<file path="config.mk">
export PLATFORM = sky130hd
export DESIGN_NAME = dp_arbiter
export DESIGN_NICKNAME = d
export VERILOG_FILES = /design/src/rtl/dp_arbiter.sv
export SDC_FILE = /design/constraint.sdc
export NUM_CORES = 1
export LEC_CHECK = 0
export BUFFER_PORTS_ARGS = -buffer_cell sky130_fd_sc_hd__buf_2
export CORE_MARGIN = 4
export CORE_UTILIZATION = 46
export CTS_CLUSTER_SIZE = 40
export DETAILED_ROUTE_END_ITERATION = 6
export PLACE_DENSITY = 0.92
export SLEW_MARGIN = 30
export SYNTH_ARGS = -nofsm -noshare
export SYNTH_HDL_FRONTEND = slang
export SYNTH_SLANG_ARGS = --single-unit
</file>
<file path="constraint.sdc">
create_clock -name clk -period 3.8 [get_ports clk]
set_clock_uncertainty 0.1 [all_clocks]
set_input_delay 0.19 -clock clk [delete_from_list [all_inputs] [get_ports clk]]
set_output_delay 0.19 -clock clk [all_outputs]
set_load 0.01 [all_outputs]
</file>
<file path="src/rtl/dp_arbiter.sv">
// Two-requester round-robin arbiter that captures one instruction word at a time and
// sequences it through the controller's start/waiting handshake. Define DP_ARB_TIMEOUT_EN for the watchdog.
`timescale 1ns/1ps
module dp_arbiter #(
    parameter int TIMEOUT = 64
) (
    input  logic        clk,
    input  logic        rst_n,
    input  logic [1:0]  req,
    input  logic [15:0] instr0,
    input  logic [15:0] instr1,
    output logic [1:0]  grant,
    output logic [1:0]  done,
    output logic [15:0] instr_out,
    output logic        start,
    input  logic        waiting,
    output logic        busy,
    output logic        err
);

    typedef enum logic [1:0] {IDLE, ISSUE, WAIT_BUSY, WAIT_DONE} state_t;

    state_t      state, state_d;
    logic [1:0]  grant_d, done_d;
    logic [15:0] instr_d;
    logic        start_d, busy_d;
    logic        owner, owner_d;
    logic        last_served, last_d;
    logic        winner;

`ifdef DP_ARB_TIMEOUT_EN
    localparam int CW = $clog2(TIMEOUT + 1);
    logic [CW-1:0] wd_cnt, wd_d;
    logic          wd_expire;
    logic          err_d;

    // Count value TIMEOUT-1 on a wait-state edge means TIMEOUT cycles have elapsed.
    assign wd_expire = (wd_cnt == CW'(TIMEOUT - 1));
`else
    logic unused_timeout;
    assign unused_timeout = (TIMEOUT > 0);
    assign err = 1'b0;
`endif

    // A lone requester wins outright; on a tie the one not served last wins.
    assign winner = (req == 2'b11) ? ~last_served : req[1];

    always_comb begin
        state_d = state;
        grant_d = 2'b00;
        done_d  = 2'b00;
        start_d = 1'b0;
        instr_d = instr_out;
        owner_d = owner;
        last_d  = last_served;
`ifdef DP_ARB_TIMEOUT_EN
        wd_d    = wd_cnt;
        err_d   = 1'b0;
`endif
        case (state)
            IDLE: begin
                if (waiting && (req != 2'b00)) begin
                    grant_d = winner ? 2'b10 : 2'b01;
                    instr_d = winner ? instr1 : instr0;
                    owner_d = winner;
                    state_d = ISSUE;
                end
            end
            ISSUE: begin
                start_d = 1'b1;
                state_d = WAIT_BUSY;
`ifdef DP_ARB_TIMEOUT_EN
                wd_d    = '0;
`endif
            end
            WAIT_BUSY: begin
`ifdef DP_ARB_TIMEOUT_EN
                wd_d = wd_cnt + CW'(1);
                if (wd_expire) begin
                    err_d   = 1'b1;
                    last_d  = owner;
                    state_d = IDLE;
                end else
`endif
                if (!waiting) begin
                    state_d = WAIT_DONE;
                end
            end
            WAIT_DONE: begin
`ifdef DP_ARB_TIMEOUT_EN
                wd_d = wd_cnt + CW'(1);
                // Watchdog takes precedence over a completion seen on the same edge.
                if (wd_expire) begin
                    err_d   = 1'b1;
                    last_d  = owner;
                    state_d = IDLE;
                end else
`endif
                if (waiting) begin
                    done_d  = owner ? 2'b10 : 2'b01;
                    last_d  = owner;
                    state_d = IDLE;
                end
            end
            default: state_d = IDLE;
        endcase
        busy_d = (state_d != IDLE);
    end

    always_ff @(posedge clk) begin
        if (!rst_n) begin
            state       <= IDLE;
            grant       <= 2'b00;
            done        <= 2'b00;
            start       <= 1'b0;
            busy        <= 1'b0;
            instr_out   <= 16'h0000;
            owner       <= 1'b0;
            last_served <= 1'b1;
        end else begin
            state       <= state_d;
            grant       <= grant_d;
            done        <= done_d;
            start       <= start_d;
            busy        <= busy_d;
            instr_out   <= instr_d;
            owner       <= owner_d;
            last_served <= last_d;
        end
    end

`ifdef DP_ARB_TIMEOUT_EN
    always_ff @(posedge clk) begin
        if (!rst_n) begin
            wd_cnt <= '0;
            err    <= 1'b0;
        end else begin
            wd_cnt <= wd_d;
            err    <= err_d;
        end
    end
`endif

endmodule

</file>
Word level (Yosys, flattened, before mapping) --
Index checks and enable logic that the tools add are counted.
Operators by class: eq/ne operators 4, multiplexer cells 9, bitwise logic cells 1, reductions and logical operators 8
Operator list (number):
- $mux 16 | 1
- $mux 2 | 5
- $pmux 2 s4 | 1
- $eq 2x2->1 const B | 3
- $reduce_and 3->1 | 2
- $reduce_and 2->1 | 2
- $reduce_bool 2->1 | 2
- $eq 2x1->1 const B | 1
- $logic_not 2->1 | 1
- $mux 1 | 2
- $logic_and 1x1->1 | 1
- $not 1->1 | 1
Storage, ports and cells: register bits after elaboration 26, input port bits 37, output and inout port bits 23, logic and storage cells 30

Longest topological paths before layout --
Gate-level depths: netlist of run 1.
depth after elaboration 5, gate-level depth with buffers 5, mapped depth without buffers 3

Worst setup path after synthesis of run 1 --
Ideal clock, no wire load.
path kind flip-flop to flip-flop, start register state[0], end register instr_out[10], library setup time 0.125 ns, data arrival time 1.169 ns, data required time 3.575 ns, setup slack 2.405 ns, stages on the path, launching flop included 6, path buffers 2, period minus slack after synthesis 1.395 ns, path through dfxtp_1 or3b_1 buf_6 buf_6 nor3_1 a211oi_1
On the way: cells in the longest elaborated chain, start to end 2
RTL lines:
- start, declared | line 23 | state_t state, state_d;
- start signal, assigned | line 121 | state <= state_d;
- $logic_not 2->1 | line 60 | case (state)
- $reduce_and 2->1 (no source line)
- end signal, assigned | line 126 | instr_out <= instr_d;
- end, declared | line 14 | output logic [15:0] instr_out,
No other way between the ends. A chain may end at the register's enable or synchronous reset.

Worst setup path after layout of run 1 --
start register state[1], end register instr_out[14]
Same word-level chain as after synthesis.

==> results.md, run 1 <==
- Status: finished clean
- Die area: 3240 um2
- Final hold slack: 0.07282 ns
- Die H: 56.93 um
- Worst-skew pair later-pin latency: 0.32 ns
- R2R setup slack: 1.93 ns
- Worst-margin pin slew: 0.7836 ns
- Post-route cell area: 1378 um2
- CTS Sinks: 26
- CTS buffer count: 3
- Mean Syn Cell Area: 8.602 um2
- Max clock buf depth: 2
- Worst setup EP type: flop
- Post-Synth XOR/XNOR Area: 0%
- Worst Path Max Fanout: 18
- Post-CTS setup buffer count: 0
- Hold Fails Final Rpt: 0
- Max Slew Vio Count: 0
- Min-delay src: instr1[7]
- Crit path kind: flop to flop
- Port Buffers: 58
- Layout cell share with drive strength beyond 1: 36.72%
- Post-DP Area: 1355 um2
- LEAKAGE: 0.6084 nW
- Global-route wire length before repair: 4712 um
- Initial antenna violation count: 0
- Largest net degree at the start of global routing: 22
- Netlist cell types: 26
- Filler cell count in the final layout: 213
- Setup WS pre-CTS: 1.951 ns
- CTS tree: done
- Dpl hpwl: 2120 um
- EDFF count, synth: 0
- Worst hold-check path type: input pin to flop
- Data required time of the critical path: 3.86 ns
- H-tree Lvls: 1
- Max Clk Rate: 533.9 MHz
- Post-synthesis compound-gate area fraction: 15.34%
- Startpoint types: flop
- Fin Setup TNS: 0 ns
- Capturing point of the worst reg2reg path: instr_out[14]
- Area Growth Syn to Fin: 25.11%
- Post-synthesis register bit count: 26
- Maximum VDD drop: 0.2007 mV
- Cts hold-fix bufs: 0
- Post-CTS sizing: 0
- Setup ws final: 1.927 ns
- Cell count after placement: 202
- Yosys warning total: 0
- Non-filler cells, final: 205
- RSZ-0062 raised after global routing: no
- # IOs: 60
- Worst r2r src: state[1]
- DRC Markers: 0
- Asr flop ratio synth: 0%
- Gr ovfl total: 0
- Post-Synth Simple-Gate Area: 29.09%
- Vias in the first global route: 1,070
- DRT Pass-1 Iters: 6
- Synth Area in Adders: 0%
- Total Power: 0.5393 mW
- Syn_nets: 165
- Via density: 5.527
- Worst R2R Path Depth: 3
- Area of the mapped netlist: 1101 um2
- Hold depth: 3
- Period utilisation layout: 49.29%
- Placer Congestion: 0.8107
- Hold endpoint: instr_out[7]
- Relative slew slack: 47.46%
- Total track usage: 18.13%
- Proportion of synthesized area in mux cells: 0.9091%
- Worst EP arrival: 1.93 ns
- Row count: 17
- Post-Syn Instances: 128
- Core ar.: 2255 um2
- Crit path time final: 1.873 ns
- Final setup viols: 0
- Pwr dens: 391.5 nW/um2
- Via count: 1,133
- Initial DRC count: 19
- Effective utilization at floorplan: 48.83%
- Per-cell routed wire length: 14.53 um
- Layout Nets: 216
- Largest family of logic cells by synthesized area: simple AND/OR/NAND/NOR gates
- Seq/Total Area, Yosys: 47.27%
- Final WL: 2979 um
- Max-cap violations: 0
- Clock slew at reported path FFs: 0.14 ns
- Main flop type after synthesis: dfxtp_1
- Detail Route Antenna Nets: 0
- Root Driver: clkbuf_4
- ANT cells: 0
- Final core utilization: 61.10%
- Die X: 56.93 um
## flip-flops by register name, summed over array words and instances (netlist names)
name	cells
start	1
state	2
done	2
instr_out	16
owner	1
grant	2
busy	1
last_served	1
## layout make-up
cell class,instances,area [um2],area share [%]
Clock buffer,3,22.52,1.635
Tap cell,28,35.03,2.543
Multi-Input combinational cell,89,505.5,36.69
Sequential cell,26,520.5,37.78
Inverter,1,3.754,0.2725
Timing Repair Buffer,58,290.3,21.07
## worst max path at each step
stage | start | endpoint | depth (start not counted)
floorplan | state[0] | instr_out[10] | 5
global placement | state[1] | instr_out[4] | 3
detailed placement | state[1] | instr_out[15] | 3
CTS | state[1] | instr_out[12] | 3
global route | state[1] | instr_out[14] | 3
finish | state[1] | instr_out[14] | 3
## cells in the final DEF, fill, tap and decap left out, types with 2 or more instances in the layout
| cell | netlist | final |
|---|---|---|
| nor2_1 | 2 | 2 |
| a21oi_1 | 2 | 2 |
| nor3_1 | 35 | 35 |
| and3_1 | 2 | 2 |
| dfxtp_1 | 26 | 26 |
| clkbuf_4 | 0 | 3 |
| a211oi_1 | 16 | 16 |
| nand2_1 | 18 | 18 |
| buf_2 | 5 | 58 |
## critical path: stages (launching register included)
cell,delay [ns]
dfxtp_1,0.39
nand4bb_1,0.74
nor3_1,0.39
a211oi_1,0.10
## layer usage
layer | wire, um | global-route usage [%]
met1 | 1293 | 22.63
met3 | 276 | 5.057
met5 | 0 | 0
met4 | 43 | 5.960
met2 | 1366 | 30.02
## power by group
part	internal [mW]	switching, mW
sequential	0.298	0.0139
combinational	0.0499	0.0632
clock	0.0371	0.0774
## logic make-up (layout without fill, tap and decap cells)
logic type      after synthesis  count (layout)
compound gates               22              22
buf+inv                      13              62
flops                        26              26
mux                           1               1
other cells                   1               1
simple gates                 65              65
## cell usage after synthesis, drive strengths merged, types with 2 or more instances
cell type   n  share of area, %
nand2      18               6.1
nor3       35                16
a21oi       2              0.91
dfxtp      26                47
buf         9               5.7
a211oi     16                11
nor2        3               1.3
and3        2               1.1
clkbuf      3               1.0
(Power assumes the default switching activity.)
==> run 2: changes to the inputs <==
--- a/config.mk
+++ b/config.mk
@@ -7,10 +7,10 @@
 export LEC_CHECK = 0
 export BUFFER_PORTS_ARGS = -buffer_cell sky130_fd_sc_hd__buf_2
 export CORE_MARGIN = 4
-export CORE_UTILIZATION = 46
+export CORE_UTILIZATION = 39
 export CTS_CLUSTER_SIZE = 40
 export DETAILED_ROUTE_END_ITERATION = 6
-export PLACE_DENSITY = 0.92
+export PLACE_DENSITY = 0.84
 export SLEW_MARGIN = 30
 export SYNTH_ARGS = -nofsm -noshare
 export SYNTH_HDL_FRONTEND = slang
==> constraint.sdc (replaced) <==
create_clock -name clk -period 1.61 [get_ports clk]
set_clock_uncertainty 0.1 [all_clocks]
set_input_delay 0.0805 -clock clk [delete_from_list [all_inputs] [get_ports clk]]
set_output_delay 0.0805 -clock clk [all_outputs]
set_load 0.01 [all_outputs]
==> run 2 against run 1 <==
Against the previous run:
- total power grew to 2.5 times the previous value
- count of clock-buffer cells in the layout is 1 higher
- register-to-register slack worse by 1.8 ns
- critical path type is now input pin to flop
- cell count is 13% higher
- critical path depth is 3 higher
- non-clock buffer count is 22 higher
- worst hold slack worse by 0.071 ns
- flip-flop and latch count stayed put
==> results.md, run 2 (synthesized netlist as in run 1, its figures left out) <==
- H-tree Lvls: 1
- Worst hold-check path type: input pin to flop
- Die X: 61.14 um
- Crit path kind: input pin to flop
- Initial antenna violation count: 0
- Total track usage: 17.74%
- Data required time of the critical path: 1.72 ns
- Gr ovfl total: 0
- Cell count after placement: 210
- Most common cell after layout, fill and taps aside: buf_2
- Max reg flops: 16
- Max-cap violations: 0
- Post-CTS setup buffer count: 0
- Non-filler cells, final: 231
- Max clock buf depth: 2
- Effective utilization at floorplan: 40.27%
- Worst EP arrival: 1.64 ns
- Initial DRC count: 62
- # IOs: 60
- DRC Markers: 0
- RSZ-0062 raised after global routing: no
- Met3 usage: 2.096%
- Final core utilization: 58.54%
- Via density: 5.316
- Final WL: 3205 um
- Max Clk Rate: 654.7 MHz
- Row count: 19
- Total Power: 1.373 mW
- Placer Congestion: 0.7254
- CTS buffer count: 3
- ANT cells: 0
- Fin Setup TNS: 0 ns
- Dpl hpwl: 2109 um
- CTS tree: done
- Post-CTS sizing: 0
- Pwr dens: 857.9 nW/um2
- Maximum VDD drop: 0.5477 mV
- Period utilisation layout: 94.87%
- Clock slew at reported path FFs: 0.14 ns
- Biggest register: instr_out
- Layout Nets: 238
- Largest net degree at the start of global routing: 21
- Worst Path Max Fanout: 18
- Area Growth Syn to Fin: 45.34%
- Final setup viols: 0
- Vias in the first global route: 1,164
- Die area: 3737 um2
- Via count: 1,228
- Die H: 61.14 um
- Max Slew Vio Count: 0
- Startpoint types: input pin
- Commonest non-fill, non-tap cells in the layout: buf_2, nor3_1, dfxtp_1, nand2_1, dlygate4sd3_1
- Cts hold-fix bufs: 17
- Root Driver: clkbuf_4
- Core ar.: 2734 um2
- Status: finished clean
- CTS Sinks: 26
- Per-cell routed wire length: 13.87 um
- Detail Route Antenna Nets: 0
- Gr busiest metal: met2
- DRT Pass-1 Iters: 4
- Layout cell share with drive strength beyond 1: 35.00%
- GR Layer Usage met1: 20.51%
- Met2 usage: 32.33%
- Worst-skew pair later-pin latency: 0.31 ns
- Worst setup EP type: flop
- Hold Fails Final Rpt: 0
- Crit path time final: 1.527 ns
- LEAKAGE: 0.7092 nW
- Global-route wire length before repair: 4981 um
- Port Buffers: 58
run 2: worst max-delay path: stages:
cell	delay, ns
dlygate4sd3_1	0.53
buf_2	0.16
or3b_1	0.35
buf_4	0.20
nor3_1	0.24
a211oi_1	0.08
run 2: final cells by class:
cell class,instances,area (um2)
fill,235,1134
sequential,26,520.5
multi-input combinational,89,503.0
timing repair buffer,80,498.0
tap,31,38.79
clock buffer,4,36.28
inverter,1,3.754
run 2: path summary, 6_finish.rpt:
check	start	end	slack, ns	depth (start not counted)
hold / removal	instr0[7]	instr_out[7]	0.002	3
hold reg to reg	instr_out[5]	instr_out[5]	0.38	2
setup reg to reg	state[0]	instr_out[1]	0.14	4
setup / recovery	waiting	instr_out[1]	0.08	6
run 2: per-stage QoR:
stage / instance area [um2] / hold slack (ns) / setup WS (ns)
6_report: 1600 / 0.002267 / 0.08260
5_1_grt: 1600 / 0.01185 / 0.03993
4_1_cts: 1600 / 0.001024 / 0.1101
3_5_place_dp: 1394 / 0.2944 / 0.1585
3_3_place_gp: 1394 / 0.2906 / 0.2232
2_1_floorplan: 1101 / 0.1474 / 0.2154
run 2: power by group:
group	internal, mW	switching [mW]
combinational	0.154	0.156
clock	0.138	0.188
sequential	0.703	0.0345
run 2: metal layers:
metal  wire (um)  part of all wire (%)  up-vias
met3         286                   8.9        6
met1        1291                    40      560
met4          65                   2.0        0
met5           0                     0        -
met2        1562                    49       58
li1            -                     -      604
